## src/rtl/zcount_pkg.sv

```systemverilog
// Shared constants for the zcount loadable down-counter.
// Holds the default width and the mode encoding.
package zcount_pkg;
  localparam int   ZC_WIDTH_DEF = 14;
  localparam logic ZC_ONESHOT   = 1'b0;
  localparam logic ZC_AUTO      = 1'b1;
endpackage

```

## src/rtl/zcount_nrn.sv

```systemverilog
// N-input NOR zero detector: an OR8 first stage followed by a final NOR.
// Unused inputs of the last OR8 group are tied low.
module nrn #(
  parameter int N = 14
) (
  input  logic [N-1:0] bits,
  output logic         none
);
  localparam int G = (N + 7) / 8;

  logic [G*8-1:0] padded;
  logic [G-1:0]   or8;

  always_comb begin
    padded        = '0;
    padded[N-1:0] = bits;
  end

  for (genvar g = 0; g < G; g++) begin : g_or8
    assign or8[g] = |padded[g*8 +: 8];
  end

  assign none = ~|or8;
endmodule

```

## src/rtl/zcount.sv

```systemverilog
// Loadable down-counter with zero decode, terminal-count pulse and sticky irq.
// Counter priority is ld > dec > hold; decrement at zero is ignored.
module zcount
  import zcount_pkg::*;
#(
  parameter int WIDTH = ZC_WIDTH_DEF
) (
  input  logic             sys_clk,
  input  logic             reset,
  input  logic             ld,
  input  logic [WIDTH-1:0] ld_val,
  input  logic             dec,
  input  logic             auto,
  input  logic             rld_wr,
  input  logic [WIDTH-1:0] rld_val,
  input  logic             irq_ack,
  output logic [WIDTH-1:0] count,
  output logic             zero,
  output logic             tc,
  output logic             irq
);
  logic [WIDTH-1:0] rld;
  logic [WIDTH-1:0] cnt_nxt;
  logic [WIDTH-1:0] cnt_x1;
  logic             is_one;
  logic             tc_nxt;

  assign cnt_x1 = count ^ WIDTH'(1);

  nrn #(.N(WIDTH)) u_zero (.bits(count),  .none(zero));
  nrn #(.N(WIDTH)) u_one  (.bits(cnt_x1), .none(is_one));

  always_comb begin
    cnt_nxt = count;
    tc_nxt  = 1'b0;
    if (ld) begin
      cnt_nxt = ld_val;
    end else if (dec && !zero) begin
      if (is_one) begin
        tc_nxt  = 1'b1;
        // reload reads the register value before any same-cycle rld_wr
        cnt_nxt = (auto == ZC_AUTO) ? rld : '0;
      end else begin
        cnt_nxt = count - WIDTH'(1);
      end
    end
  end

  always_ff @(posedge sys_clk or posedge reset) begin
    if (reset) begin
      count <= '0;
      rld   <= '0;
      tc    <= 1'b0;
      irq   <= 1'b0;
    end else begin
      count <= cnt_nxt;
      tc    <= tc_nxt;
      irq   <= tc_nxt | (irq & ~irq_ack);
      if (rld_wr) rld <= rld_val;
    end
  end
endmodule

```

## config.mk

```make
export PLATFORM = sky130hd
export DESIGN_NAME = zcount
export DESIGN_NICKNAME = d
export VERILOG_FILES = /design/src/rtl/zcount_pkg.sv /design/src/rtl/zcount_nrn.sv /design/src/rtl/zcount.sv
export SDC_FILE = /design/constraint.sdc
export NUM_CORES = 1
export LEC_CHECK = 0
export ABC_CLOCK_PERIOD_IN_PS = 5900
export CORE_MARGIN = 4
export CORE_UTILIZATION = 50
export DETAILED_ROUTE_END_ITERATION = 16
export HOLD_SLACK_MARGIN = 0.06
export PLACE_DENSITY = 0.84
export SLEW_MARGIN = 30
export SYNTH_ARGS = -nofsm -noshare
export SYNTH_HDL_FRONTEND = slang
export SYNTH_SLANG_ARGS = --single-unit
```

## constraint.sdc

```tcl
create_clock -name sys_clk -period 5.9 [get_ports sys_clk]
set_input_delay 0.885 -clock sys_clk [delete_from_list [all_inputs] [get_ports sys_clk]]
set_output_delay 0.885 -clock sys_clk [all_outputs]
set_load 0.1 [all_outputs]
```

# Word-level counts from Yosys, hierarchy flattened
# Cells that the tools add are included.
# classes
addsub	1
mux	7
bitwise_logic	4
reduce_logical	5
# ops
cell	n
2-to-1 mux 14 bit	4
OR reduction 14 bit	2
subtractor 14 x 1 -> 14 bit, second input constant	1
2-to-1 mux 1 bit	3
inverter 1 bit	2
nonzero test 2 bit	1
AND 1 bit	1
logical AND 1 bit	1
logical NOT 1 bit	1
bitwise OR 1 bit	1
# totals
register_bits	30
inputBits	35
output_inout_bits	17
elab_cells	21

# Longest topological paths before layout
# Gate-level depths: netlist (run 1).
# logic_depth
word_depth	6
ltp_mapped	9
depth_no_buf	7

# Hierarchy
# A second synthesis (run 1) with hierarchy kept.
# unflattened
cells_unflattened	203
hier_area_um2	1861.8
# by_module_without_submodules
module	instances	cells_each	area_per_inst_um2	seq_area_each_um2
zcount	1	193	1799.2	750.7
nrn	2	5	31.3	0.0

# Worst setup path before layout (run 1)
# Ideal clock, no wire load.
# synth_path
kind	register to output
from	register count[0]
to	output zero
t_arrival_ps	4138
required_ps	5015
slack_ps	877
path_stages_with_launch	7
n_path_buf	1
cell_sequence	dfrtp_1 inv_1 ha_1 or4b_1 clkbuf_1 or2_2 nor3_1
# synth_via
elab_chain_cells	2
# synth_rtl
element	line_no	text
from (decl)	zcount.sv:17	output logic [WIDTH-1:0] count,
from (signal assigned)	zcount.sv:56	count <= cnt_nxt;
OR reduction 14 bit	zcount_nrn.sv:23	assign none = ~|or8;
logical NOT 1 bit	zcount_nrn.sv:23	
to (decl)	zcount.sv:18	output logic zero,
# No other way between the ends.

# Final worst setup path (run 1)
# Same ends and word-level chain as after synthesis.

==> qor.csv, run 1 <==
metric,value,unit
firstDrtPassIters,4,
synthArstFlopShare,1.00,
cp.arrival,3.47,ns
synth_ff_type,dfrtp_1,
hold_viol,0,
num_antenna_cells,0,
cts_root_buffer,clkbuf_4,
dieHeight,67.0,um
clock_sinks,30,
setup_viol,0,
path_max_fanout,9,
seqCellArea,751,um^2
syn_inst,168,
placed_cells,255,
synth.distinct_cells,45,
ios,52,
post-route-period-util,0.738,
required,5.02,ns
synth-edff-count,0,
cp-start-kind,flop,
io_buffers,51,
layout_commonest_cell,clkdlybuf4s50_1,
tritoncts,yes,
path_clk_slew,0.08,ns
tns,0,ns
remaining_drc_errors,0,
cpPeakStageDelay,1.16,ns
p_leak,0.897,nW
grt_pass1_vias,1599,
die-area,0.00449,mm^2
irDropWorstVdd,0.174,mV
multi_input_area,886,um^2
vias,1563,
crit_type,reg -> out,
worstSetupEndpointType,output pin,
utilization,0.683,
yosysWarnings,0,
cts_resized,0,
syn_nets,204,
maxSlewViolCount,0,
grt_pass1_wl,7520,um
fin_crit,4.36,ns
gp_congestion,0.840,
cts_max_path_buffers,2,
cp_cell_sequence,inv_1 -> ha_1 -> or4b_1 -> or2_2 -> nor3_1 -> clkdlybuf4s50_1,
wire_per_inst,17.7,um
layout.cells.non_filler,262,
gr-usage-all-layers,0.227,
outcome,"complete, no violations",
cts_made_buffers,5,
cap_viol_max_count,0,
ant_nets,0,
grt_max_degree,31,
drive_gt1_frac,0.148,
die_x,67.0,um
fin_worst_skew,0.0131,ns
cts_setup_buffers,0,
syn_avg_cell_area,10.4,um^2
initial_core_util,0.521,
synth_area,0.00174,mm^2
fmax,230,MHz
area_delta_synth_final,31.1,%
layout_common_cells,"51 x clkdlybuf4s50_1, 30 x dfrtp_1, 15 x mux2_2",
worstSkewPairLatency,0.33,ns
via_per_inst,5.97,
hpwlAfterDp,3440,um
nets,252,
tightest_slew,0.986,ns
core-area,0.00334,mm^2
fillers,272,
max_slew_margin,0.341,
powerDensity,243,mW/mm^2
htreeDepth,2,
fp-row-count,21,
grt_antenna_before_repair,0,
min_path_type,reg -> reg,
ys_ff_latch,30,
drt-total-wl,4640,um
cts_hold_buf,0,
seq_area_frac_synth,0.432,
drt_iter0_drc,85,
grt.overflow.total,0,
crit_slowest_cell,clkdlybuf4s50_1,
rsz0062_at_grt,no,
[area by class of cell]
type	count	share of cell area
clock buffer	7	0.0198
sequential	30	0.329
inverter	6	0.00988
timing repair buffer	52	0.227
tap	46	0.0252
multi-input combinational	121	0.389
[state kept, by name (all words and copies together) (netlist names)]
register  cells
count        14
irq           1
rld          14
tc            1
[critical path: cells and delay by family (launching register included)]
kind / cells / cell delay, ns
adder cells (fa/ha/maj): 1 / 0.23
buffers and inverters: 2 / 1.28
flip-flops: 1 / 0.49
AND/OR/NAND/NOR: 3 / 1.15
[per-layer routing]
metal,GRT usage,share of wire
met5,0,0
met4,0.0987,0.022
met3,0.0691,0.076
met2,0.377,0.49
met1,0.269,0.41
[stage by stage]
stage	hold WS [ns]	worst slack (ns)	cell area [um^2]	total power, mW
after CTS	0.524	1.57	2280	0.557
after global routing	0.534	1.46	2280	0.583
after global placement	0.490	1.99	2230	0.439
final	0.520	1.54	2280	0.555
after detailed placement	0.504	1.94	2230	0.445
after floorplan	0.472	0.877	1740	0.384
[cell usage after synthesis (all sizes together), types with 2 or more instances]
cell / n / area (um^2)
nor4: 2 / 42.5
inv: 6 / 22.5
o41ai: 2 / 36.3
o31ai: 6 / 45.0
a311oi: 2 / 17.5
nor2b: 2 / 12.5
a22o: 2 / 17.5
a21oi: 12 / 63.8
nand2b: 3 / 18.8
nor2: 14 / 52.6
o21ai: 6 / 30.0
dfrtp: 30 / 751
o221ai: 2 / 17.5
nand2: 11 / 41.3
clkbuf: 5 / 22.5
a31oi: 6 / 37.5
or4: 7 / 60.1
buf: 6 / 57.6
nor3: 8 / 40.0
mux2: 15 / 169
o21bai: 3 / 22.5
xor2: 2 / 17.5
[logic make-up after synthesis]
| logic type | Yosys count | share of synthesized area |
|---|---|---|
| mux | 15 | 0.0971 |
| buf+inv | 17 | 0.0590 |
| simple gates | 54 | 0.188 |
| compound gates | 49 | 0.207 |
| xor+xnor | 2 | 0.0101 |
| flops | 30 | 0.432 |
| fa+ha+maj | 1 | 0.00719 |
[path summary, 6_finish.rpt]
| path | start | end | slack [ns] | depth (start not counted) |
|---|---|---|---|---|
| max in group asynchronous | reset | count[4]$_DFFE_PP0P_ | 4.53 | 2 |
| hold / removal | rld[3]$_DFFE_PP0P_ | rld[3]$_DFFE_PP0P_ | 0.52 | 1 |
| min in group asynchronous | reset | count[8]$_DFFE_PP0P_ | 0.95 | 2 |
| hold reg to reg | rld[3]$_DFFE_PP0P_ | rld[3]$_DFFE_PP0P_ | 0.52 | 1 |
| setup reg to reg | count[0]$_DFFE_PP0P_ | count[2]$_DFFE_PP0P_ | 3.17 | 6 |
| setup / recovery | count[0]$_DFFE_PP0P_ | zero | 1.54 | 6 |
[power by group]
part           internal (mW)  switching, mW  total, mW
Combinational         0.0673          0.126      0.193
Sequential             0.225         0.0236      0.249
Clock                 0.0449         0.0679      0.113
Total                  0.337          0.218      0.555
Power figures use the tool's default switching activity.
==> run 2: changes to the inputs <==
--- a/config.mk
+++ b/config.mk
@@ -5,12 +5,12 @@
 export SDC_FILE = /design/constraint.sdc
 export NUM_CORES = 1
 export LEC_CHECK = 0
-export ABC_CLOCK_PERIOD_IN_PS = 5900
+export ABC_CLOCK_PERIOD_IN_PS = 3500
 export CORE_MARGIN = 4
-export CORE_UTILIZATION = 50
+export CORE_UTILIZATION = 42
 export DETAILED_ROUTE_END_ITERATION = 16
 export HOLD_SLACK_MARGIN = 0.06
-export PLACE_DENSITY = 0.84
+export PLACE_DENSITY = 0.75
 export SLEW_MARGIN = 30
 export SYNTH_ARGS = -nofsm -noshare
 export SYNTH_HDL_FRONTEND = slang
==> constraint.sdc (replaced) <==
create_clock -name sys_clk -period 3.5 [get_ports sys_clk]
set_input_delay 0.525 -clock sys_clk [delete_from_list [all_inputs] [get_ports sys_clk]]
set_output_delay 0.525 -clock sys_clk [all_outputs]
set_load 0.1 [all_outputs]
==> run 2 against run 1 <==
Clock skew shrank 0.0047 ns; hold slack worse by 0.017 ns; combinational power is 66% higher; via count shrank 2.7%; global-route usage shrank 5.1 points; worst setup slack lost 1.0 ns; cell count is 2.3% higher; critical endpoint unchanged.
==> qor.csv, run 2 (synthesized netlist as in run 1, its figures left out) <==
metric,value,unit
hpwlAfterDp,3110,um
grt_max_degree,31,
path_clk_slew,0.07,ns
cp.arrival,2.45,ns
tritoncts,yes,
layout.cells.non_filler,268,
gr-usage-all-layers,0.176,
reg2reg_to,count[2]$_DFFE_PP0P_,
fmax,336,MHz
cts_root_buffer,clkbuf_8,
path_max_fanout,9,
ios,52,
cp_cell_sequence,inv_1 -> ha_1 -> or4b_1 -> or2_2 -> nor3_4 -> buf_12,
drt-total-wl,4240,um
drive_gt1_frac,0.170,
num_antenna_cells,0,
die_x,72.4,um
min_path_type,reg -> reg,
reg2regPathDepth,6,
grt.overflow.total,0,
rr_startpoint,count[0]$_DFFE_PP0P_,
worst-path-buf-inv,2,
fin_crit,2.98,ns
io_buffers,51,
tightest_slew,0.986,ns
cts_resized,0,
die-area,0.00523,mm^2
grt_antenna_before_repair,0,
grt_pass1_vias,1480,
ant_nets,0,
drt_iter0_drc,145,
fp-row-count,23,
grt_pass1_wl,7100,um
max_slew_margin,0.340,
hold_path.startpoint,rld[10]$_DFFE_PP0P_,
area_delta_synth_final,36.7,%
nets,253,
holdPathEnd,rld[10]$_DFFE_PP0P_,
cts_setup_buffers,0,
reg.largest.list,"count x14, rld x14",
worstSkewPairLatency,0.29,ns
cap_viol_max_count,0,
remaining_drc_errors,0,
tns,0,ns
worstSetupEndpointType,output pin,
cts_made_buffers,5,
clock_sinks,30,
whs_path_depth,1,
place_area,0.00227,mm^2
placed_cells,260,
post-route-period-util,0.851,
gp_congestion,0.917,
stdcell_area,0.00238,mm^2
cts_hold_buf,0,
htreeDepth,2,
hold_viol,0,
firstDrtPassIters,4,
via_per_inst,5.68,
vias,1521,
cpPeakStageDelay,0.63,ns
core-area,0.00400,mm^2
cts_max_path_buffers,2,
layout_common_cells,"50 x clkdlybuf4s50_1, 30 x dfrtp_1, 15 x mux2_2",
wire_per_inst,15.8,um
utilization,0.594,
rsz0062_at_grt,no,
crit_type,reg -> out,
p_total,1.08,mW
crit_slowest_cell,or4b_1,
required,2.97,ns
reg2reg_slack,0.85,ns
p_leak,0.947,nW
layout_commonest_cell,clkdlybuf4s50_1,
outcome,"complete, no violations",
setup_viol,0,
cp-start-kind,flop,
fin_worst_skew,0.00839,ns
maxSlewViolCount,0,
critPathTopFamily,simple AND/OR/NAND/NOR gates,
dieHeight,72.4,um
powerDensity,456,mW/mm^2
initial_core_util,0.435,
irDropWorstVdd,0.294,mV
## run 2: layout make-up
cell class              instances  area [um^2]
fillers                       350         1620
multi-input cells             121          897
flip-flops and latches         30          751
clock inverters                 3         40.0
repair buffers                 53          536
well taps                      50         62.6
inverters                       6         22.5
clock buffers                   5         68.8
## run 2: per-layer routing
metal / GRT usage / wire length (um) / part of all wire / vias up
met5: 0 / 0 / 0 / -
met4: 0.0585 / 66 / 0.016 / 0
met3: 0.0499 / 252 / 0.059 / 5
met2: 0.274 / 1960 / 0.46 / 46
met1: 0.237 / 1960 / 0.46 / 735
li1: - / - / - / 735
## run 2: stage by stage
step                      hold WS (ns)  setup WS [ns]
after floorplan                  0.472          0.104
after global placement           0.482          0.894
after detailed placement         0.497          0.835
after CTS                        0.513          0.526
after global routing             0.521          0.414
final                            0.503          0.521
## run 2: worst max path at each step
stage,from,to,slack (ns),cells after the start
after floorplan,count[0]$_DFFE_PP0P_,zero,0.10,6
after global placement,count[0]$_DFFE_PP0P_,zero,0.89,6
after detailed placement,count[0]$_DFFE_PP0P_,zero,0.83,6
after CTS,count[0]$_DFFE_PP0P_,zero,0.53,6
after global routing,count[0]$_DFFE_PP0P_,zero,0.41,6
final,count[0]$_DFFE_PP0P_,zero,0.52,6
## run 2: power breakdown
group | switching (mW) | internal [mW] | total [mW] | leakage (nW)
Combinational | 0.207 | 0.114 | 0.321 | 0.530
Sequential | 0.0402 | 0.380 | 0.420 | 0.359
Clock | 0.134 | 0.209 | 0.343 | 0.0579
Total | 0.382 | 0.703 | 1.08 | 0.947
==> run 3: changes to the inputs <==
--- a/config.mk
+++ b/config.mk
@@ -6,6 +6,7 @@
 export NUM_CORES = 1
 export LEC_CHECK = 0
 export ABC_CLOCK_PERIOD_IN_PS = 3500
+export CAP_MARGIN = 0
 export CORE_MARGIN = 4
 export CORE_UTILIZATION = 42
 export DETAILED_ROUTE_END_ITERATION = 16
==> results of run 3 <==
Final layout, timing and power as in run 2 (identical DEF).
